[src/rtl/cla_multiword_sequencer.sv]
// -----------------------------------------------------------------------------
// cla_multiword_sequencer
//   Performs a 16*WORDS-bit addition on one shared 16-bit carry-lookahead
//   adder (cla_16bit). One 16-bit slice is added per clock, least significant
//   slice first. The carry between slices is kept in a register and fed back
//   as the adder's carry-in.
//
//   Optional feature macro: CLA_MULTIWORD_SUB_EN
//     When defined, an extra input `sub` selects subtraction (a - b). B is
//     inverted on capture and the initial carry is forced to 1.
//
// Ports:
//   clk   in  1  clock, rising edge
//   rst   in  1  asynchronous active-high reset
//   start in  1  request, accepted only while ready=1
//   a     in  N  operand A, sampled on accept
//   b     in  N  operand B, sampled on accept
//   cin   in  1  carry-in to slice 0, sampled on accept
//   sub   in  1  (CLA_MULTIWORD_SUB_EN only) subtract select, sampled on accept
//   ready out 1  high only while idle
//   busy  out 1  high while running and in the done cycle
//   done  out 1  one-cycle pulse, sum/cout valid
//   sum   out N  registered result
//   cout  out 1  registered carry-out of the most significant slice
// -----------------------------------------------------------------------------

// 16-bit two-level carry-lookahead adder: four 4-bit groups whose group
// generate/propagate terms feed a second lookahead level.
module cla_16bit (
  input  logic [15:0] i_a,
  input  logic [15:0] i_b,
  input  logic        i_c0,
  output logic [15:0] o_s,
  output logic        o_c16
);
  logic [15:0] w_g;
  logic [15:0] w_p;
  logic [15:0] w_c;
  logic [3:0]  w_gg;
  logic [3:0]  w_gp;
  logic [4:0]  w_gc;

  assign w_g = i_a & i_b;
  assign w_p = i_a ^ i_b;

  // Second-level lookahead: carries into each group straight from C0.
  assign w_gc[0] = i_c0;
  assign w_gc[1] = w_gg[0] | (w_gp[0] & i_c0);
  assign w_gc[2] = w_gg[1] | (w_gp[1] & w_gg[0]) | (w_gp[1] & w_gp[0] & i_c0);
  assign w_gc[3] = w_gg[2] | (w_gp[2] & w_gg[1]) | (w_gp[2] & w_gp[1] & w_gg[0])
                 | (w_gp[2] & w_gp[1] & w_gp[0] & i_c0);
  assign w_gc[4] = w_gg[3] | (w_gp[3] & w_gg[2]) | (w_gp[3] & w_gp[2] & w_gg[1])
                 | (w_gp[3] & w_gp[2] & w_gp[1] & w_gg[0])
                 | (w_gp[3] & w_gp[2] & w_gp[1] & w_gp[0] & i_c0);

  for (genvar k = 0; k < 4; k++) begin : g_grp
    localparam int B = 4 * k;
    assign w_gg[k] = w_g[B+3] | (w_p[B+3] & w_g[B+2]) | (w_p[B+3] & w_p[B+2] & w_g[B+1])
                   | (w_p[B+3] & w_p[B+2] & w_p[B+1] & w_g[B]);
    assign w_gp[k] = &w_p[B+3:B];
    // First-level lookahead inside the group, from the group carry-in.
    assign w_c[B]   = w_gc[k];
    assign w_c[B+1] = w_g[B] | (w_p[B] & w_gc[k]);
    assign w_c[B+2] = w_g[B+1] | (w_p[B+1] & w_g[B]) | (w_p[B+1] & w_p[B] & w_gc[k]);
    assign w_c[B+3] = w_g[B+2] | (w_p[B+2] & w_g[B+1]) | (w_p[B+2] & w_p[B+1] & w_g[B])
                    | (w_p[B+2] & w_p[B+1] & w_p[B] & w_gc[k]);
  end

  assign o_s   = w_p ^ w_c;
  assign o_c16 = w_gc[4];
endmodule

module cla_multiword_sequencer #(
  parameter int WORDS = 4
) (
  input  logic                clk,
  input  logic                rst,
  input  logic                start,
  input  logic [16*WORDS-1:0] a,
  input  logic [16*WORDS-1:0] b,
  input  logic                cin,
`ifdef CLA_MULTIWORD_SUB_EN
  input  logic                sub,
`endif
  output logic                ready,
  output logic                busy,
  output logic                done,
  output logic [16*WORDS-1:0] sum,
  output logic                cout
);
  localparam int N    = 16 * WORDS;
  localparam int IDXW = $clog2(WORDS);

  typedef enum logic [1:0] {
    S_IDLE = 2'd0,
    S_RUN  = 2'd1,
    S_DONE = 2'd2
  } state_t;

  state_t            r_state;
  logic [15:0]       r_a     [WORDS];
  logic [15:0]       r_b     [WORDS];
  logic [15:0]       r_acc   [WORDS];
  logic [IDXW-1:0]   r_idx;
  logic              r_carry;
  logic [N-1:0]      r_sum;
  logic              r_cout;
  logic              r_ready;
  logic              r_busy;
  logic              r_done;

  logic [15:0]       w_s;
  logic              w_c16;

  // Single shared slice adder; operands come from the selected slice.
  cla_16bit u_cla (
    .i_a   (r_a[r_idx]),
    .i_b   (r_b[r_idx]),
    .i_c0  (r_carry),
    .o_s   (w_s),
    .o_c16 (w_c16)
  );

  // Control FSM with slice datapath registers and registered handshake outputs.
  always_ff @(posedge clk or posedge rst) begin
    if (rst) begin
      r_state <= S_IDLE;
      r_idx   <= {IDXW{1'b0}};
      r_carry <= 1'b0;
      r_sum   <= {N{1'b0}};
      r_cout  <= 1'b0;
      r_ready <= 1'b1;
      r_busy  <= 1'b0;
      r_done  <= 1'b0;
      for (int i = 0; i < WORDS; i++) begin
        r_a[i]   <= 16'h0000;
        r_b[i]   <= 16'h0000;
        r_acc[i] <= 16'h0000;
      end
    end else begin
      case (r_state)
        S_IDLE: begin
          if (start) begin
            for (int i = 0; i < WORDS; i++) begin
              r_a[i] <= a[16*i +: 16];
`ifdef CLA_MULTIWORD_SUB_EN
              r_b[i] <= sub ? ~b[16*i +: 16] : b[16*i +: 16];
`else
              r_b[i] <= b[16*i +: 16];
`endif
            end
`ifdef CLA_MULTIWORD_SUB_EN
            // Two's-complement subtract: a + ~b + 1.
            r_carry <= sub ? 1'b1 : cin;
`else
            r_carry <= cin;
`endif
            r_idx   <= {IDXW{1'b0}};
            r_ready <= 1'b0;
            r_busy  <= 1'b1;
            r_state <= S_RUN;
          end else begin
            r_state <= S_IDLE;
          end
        end
        S_RUN: begin
          r_acc[r_idx] <= w_s;
          r_carry      <= w_c16;
          if (r_idx == IDXW'(WORDS - 1)) begin
            // The last slice bypasses the accumulator so sum is valid with done.
            for (int i = 0; i < WORDS - 1; i++) begin
              r_sum[16*i +: 16] <= r_acc[i];
            end
            r_sum[N-1 -: 16] <= w_s;
            r_cout  <= w_c16;
            r_done  <= 1'b1;
            r_state <= S_DONE;
          end else begin
            r_idx <= r_idx + IDXW'(1);
          end
        end
        S_DONE: begin
          r_done  <= 1'b0;
          r_busy  <= 1'b0;
          r_ready <= 1'b1;
          r_idx   <= {IDXW{1'b0}};
          r_state <= S_IDLE;
        end
        default: begin
          r_done  <= 1'b0;
          r_busy  <= 1'b0;
          r_ready <= 1'b1;
          r_idx   <= {IDXW{1'b0}};
          r_state <= S_IDLE;
        end
      endcase
    end
  end

  assign ready = r_ready;
  assign busy  = r_busy;
  assign done  = r_done;
  assign sum   = r_sum;
  assign cout  = r_cout;
endmodule

[config.mk]
export PLATFORM = sky130hd
export DESIGN_NAME = cla_multiword_sequencer
export DESIGN_NICKNAME = d
export VERILOG_FILES = /design/src/rtl/cla_multiword_sequencer.sv
export SDC_FILE = /design/constraint.sdc
export NUM_CORES = 1
export LEC_CHECK = 0
export ABC_CLOCK_PERIOD_IN_PS = 21300
export BUFFER_PORTS_ARGS = -buffer_cell sky130_fd_sc_hd__buf_2
export CAP_MARGIN = 20
export CORE_ASPECT_RATIO = 1.75
export CORE_MARGIN = 2
export CORE_UTILIZATION = 50
export CTS_CLUSTER_SIZE = 25
export DETAILED_ROUTE_END_ITERATION = 10
export GPL_ROUTABILITY_DRIVEN = 0
export PLACE_DENSITY_LB_ADDON = 0.15
export SLEW_MARGIN = 10
export SYNTH_ARGS = -nofsm -noshare
export SYNTH_HDL_FRONTEND = slang
export SYNTH_SLANG_ARGS = --single-unit
[constraint.sdc]
create_clock -name clk -period 21.3 [get_ports clk]
set_input_delay 3.195 -clock clk [delete_from_list [all_inputs] [get_ports clk]]
set_output_delay 3.195 -clock clk [all_outputs]
set_load 0.05 [all_outputs]
==> results.tsv <==
metric	value	unit
Area Overhead vs Synth	18.49	%
CP max FO	99	
clock sinks	249	
WL/cell	19.50	um
post-synthesis sequential area ratio	58.73	%
YS warnings	0	
CTS H-tree depth	1	
clock-pin slew on the worst setup and hold paths	0.07	ns
clk_skew	0.01519	ns
Placement Setup Slack	15.46	ns
MaxCap Viol Count	0	
Netlist cell types	37	
Setup crit start kind	primary input	
Mapped Cells	738	
vias in the first global route	6879	
# DRC	0	
critical path arrival	5.57	ns
largest net degree at the start of global routing	100	
setup_tns	0	ns
Post-DP Area	0.01181	mm2
IO Pins	200	
Iter 0 DRT Violations	352	
# resized after CTS	0	
die width	114.1	um
Post-synth EDFFs	0	
post-cts hold buffer count	0	
Final setup viols	0	
Clk Latency, worst-skew pair	0.51	ns
Total GRT Usage	21.33	%
total gr overflow	0	
Worst Tran Pin Value	0.9474	ns
fin nets	1085	
most common flop cell mapped by yosys	dfrtp_1	
critical path required time	21.76	ns
share of post-route cells with drive strength above 1	49.42	%
total number of vias	6458	
port bufs	199	
fmax	195.4	MHz
die area	0.02245	mm2
Final Cell Area	0.01257	mm2
drt via density	5.391	
antenna violations before repair	1	
critical path capture point type	asynchronous set/reset pin	
Starting Density	50.91	%
Fill cells	1749	
Post CTS Setup Buffer Count	0	
Hold Vio Cnt, Final	0	
clk buf depth	3	
Detailed Place HPWL	17130	um
top cell type's share of synthesized area	58.48	%
antenna viol nets, final	0	
synthesized area	0.01061	mm2
max_slew headroom	36.69	%
syn_area_per_cell	14.38	um2
period utilisation layout	24.03	%
CP Class	in2async	
core area	0.02085	mm2
CTS tree	done	
row count	70	
cts bufs inserted	23	
Synth area leader	dfrtp_1	
Die Height	196.7	um
Post-Route WL	23360	um
status	finished clean	
Post-synth ARST share	100.0	%
root buffer cell	clkbuf_16	
first-pass GRT wire length	36650	um
RSZ-0062 raised after global routing	false	
final critical-path required period	5.119	ns
number of synthesized register bits	249	
top post-synthesis cells by area	dfrtp_1 58%, mux2_2 20%, mux4_2 6.8%	
Post-Syn Nets	894	
Hold/Removal Path Class	reg2reg	
Worst Setup Slack, final	16.18	ns
pins over their slew limit	0	
drt pass-1 iters	4	
## placed cells by master (no fill, tap or decap), drive strengths merged, types with 8 or more instances in the layout
cell	Yosys	layout
inv	13	14
mux4	32	32
a21oi	16	16
ha	20	20
nor2	11	11
dfrtp	248	248
o21ai	63	63
clkbuf	18	34
buf	22	206
nand2	67	67
xnor2	8	8
mux2	184	184
## sequential cells by signal, summed over array words and instances, names as in the netlist
name and cells:
r_state 2, busy 1, r_carry 1, cout 1, r_acc 48, sum 64, r_a 64, ready 1
r_b 64, r_idx 2, done 1
## layout make-up
class / count / area, um2 / share of cell area (%)
sequential: 249 / 6233 / 49.58
multi-input combinational: 436 / 4155 / 33.05
timing repair buffer: 206 / 1049 / 8.339
clock buffer: 34 / 666.9 / 5.304
tap: 252 / 315.3 / 2.508
clock inverter: 7 / 95.09 / 0.7563
inverter: 13 / 56.30 / 0.4478
antenna: 1 / 2.502 / 0.01990
## cell usage after synthesis, drive strengths merged (2+ instances only)
library cell / n
a211o: 2
a21o: 4
a21oi: 16
buf: 22
clkbuf: 18
dfrtp: 248
fa: 4
ha: 20
inv: 13
mux2: 184
mux4: 32
nand2: 67
nor2: 11
nor3: 3
o21a: 4
o21ai: 63
o21bai: 2
xnor2: 8
xor2: 4
## per-layer routing
metal	up-vias	track usage [%]	share of wire (%)
li1	3008	-	-
met1	3250	24.44	37
met2	160	39.77	55
met3	40	3.598	5.1
met4	0	7.136	3.2
met5	-	0	0
## critical path: stages
cell	delay, ns
buf_2	0.13
inv_8	0.45
buf_4	0.85
buf_4	0.87
## final timing paths
path | startpoint | end | slack [ns] | cells after the start
setup / recovery | rst | r_idx[0] | 16.18 | 4
hold / removal | r_acc[50] | r_acc[50] | 0.47 | 2
setup reg to reg | r_idx[0] | r_acc[57] | 16.99 | 10
hold reg to reg | r_acc[50] | r_acc[50] | 0.47 | 2
max in group clk | start | r_b[3] | 16.30 | 5
min in group asynchronous | rst | r_b[20] | 2.78 | 2
## per-stage QoR
stage / hold WS, ns / util (%) / instances
floorplan: 0.4460 / - / 738
global placement: 0.4578 / 56.65 / 1156
detailed placement: 0.4664 / 56.65 / 1156
CTS: 0.4802 / 60.31 / 1197
global route: 0.4905 / 60.32 / 1198
finish: 0.4722 / 60.32 / 1198
## kinds of logic after synthesis
group	after synthesis	share of synthesized area, %
compound gates	97	5.129
flops	249	58.73
fa+ha+maj	24	3.113
mux	217	26.41
xor+xnor	12	1.061
buf+inv	53	2.193
simple gates	86	3.361
Power is not shown: default switching activity piles up to over one toggle a cycle in this logic, so the estimate is an artifact.
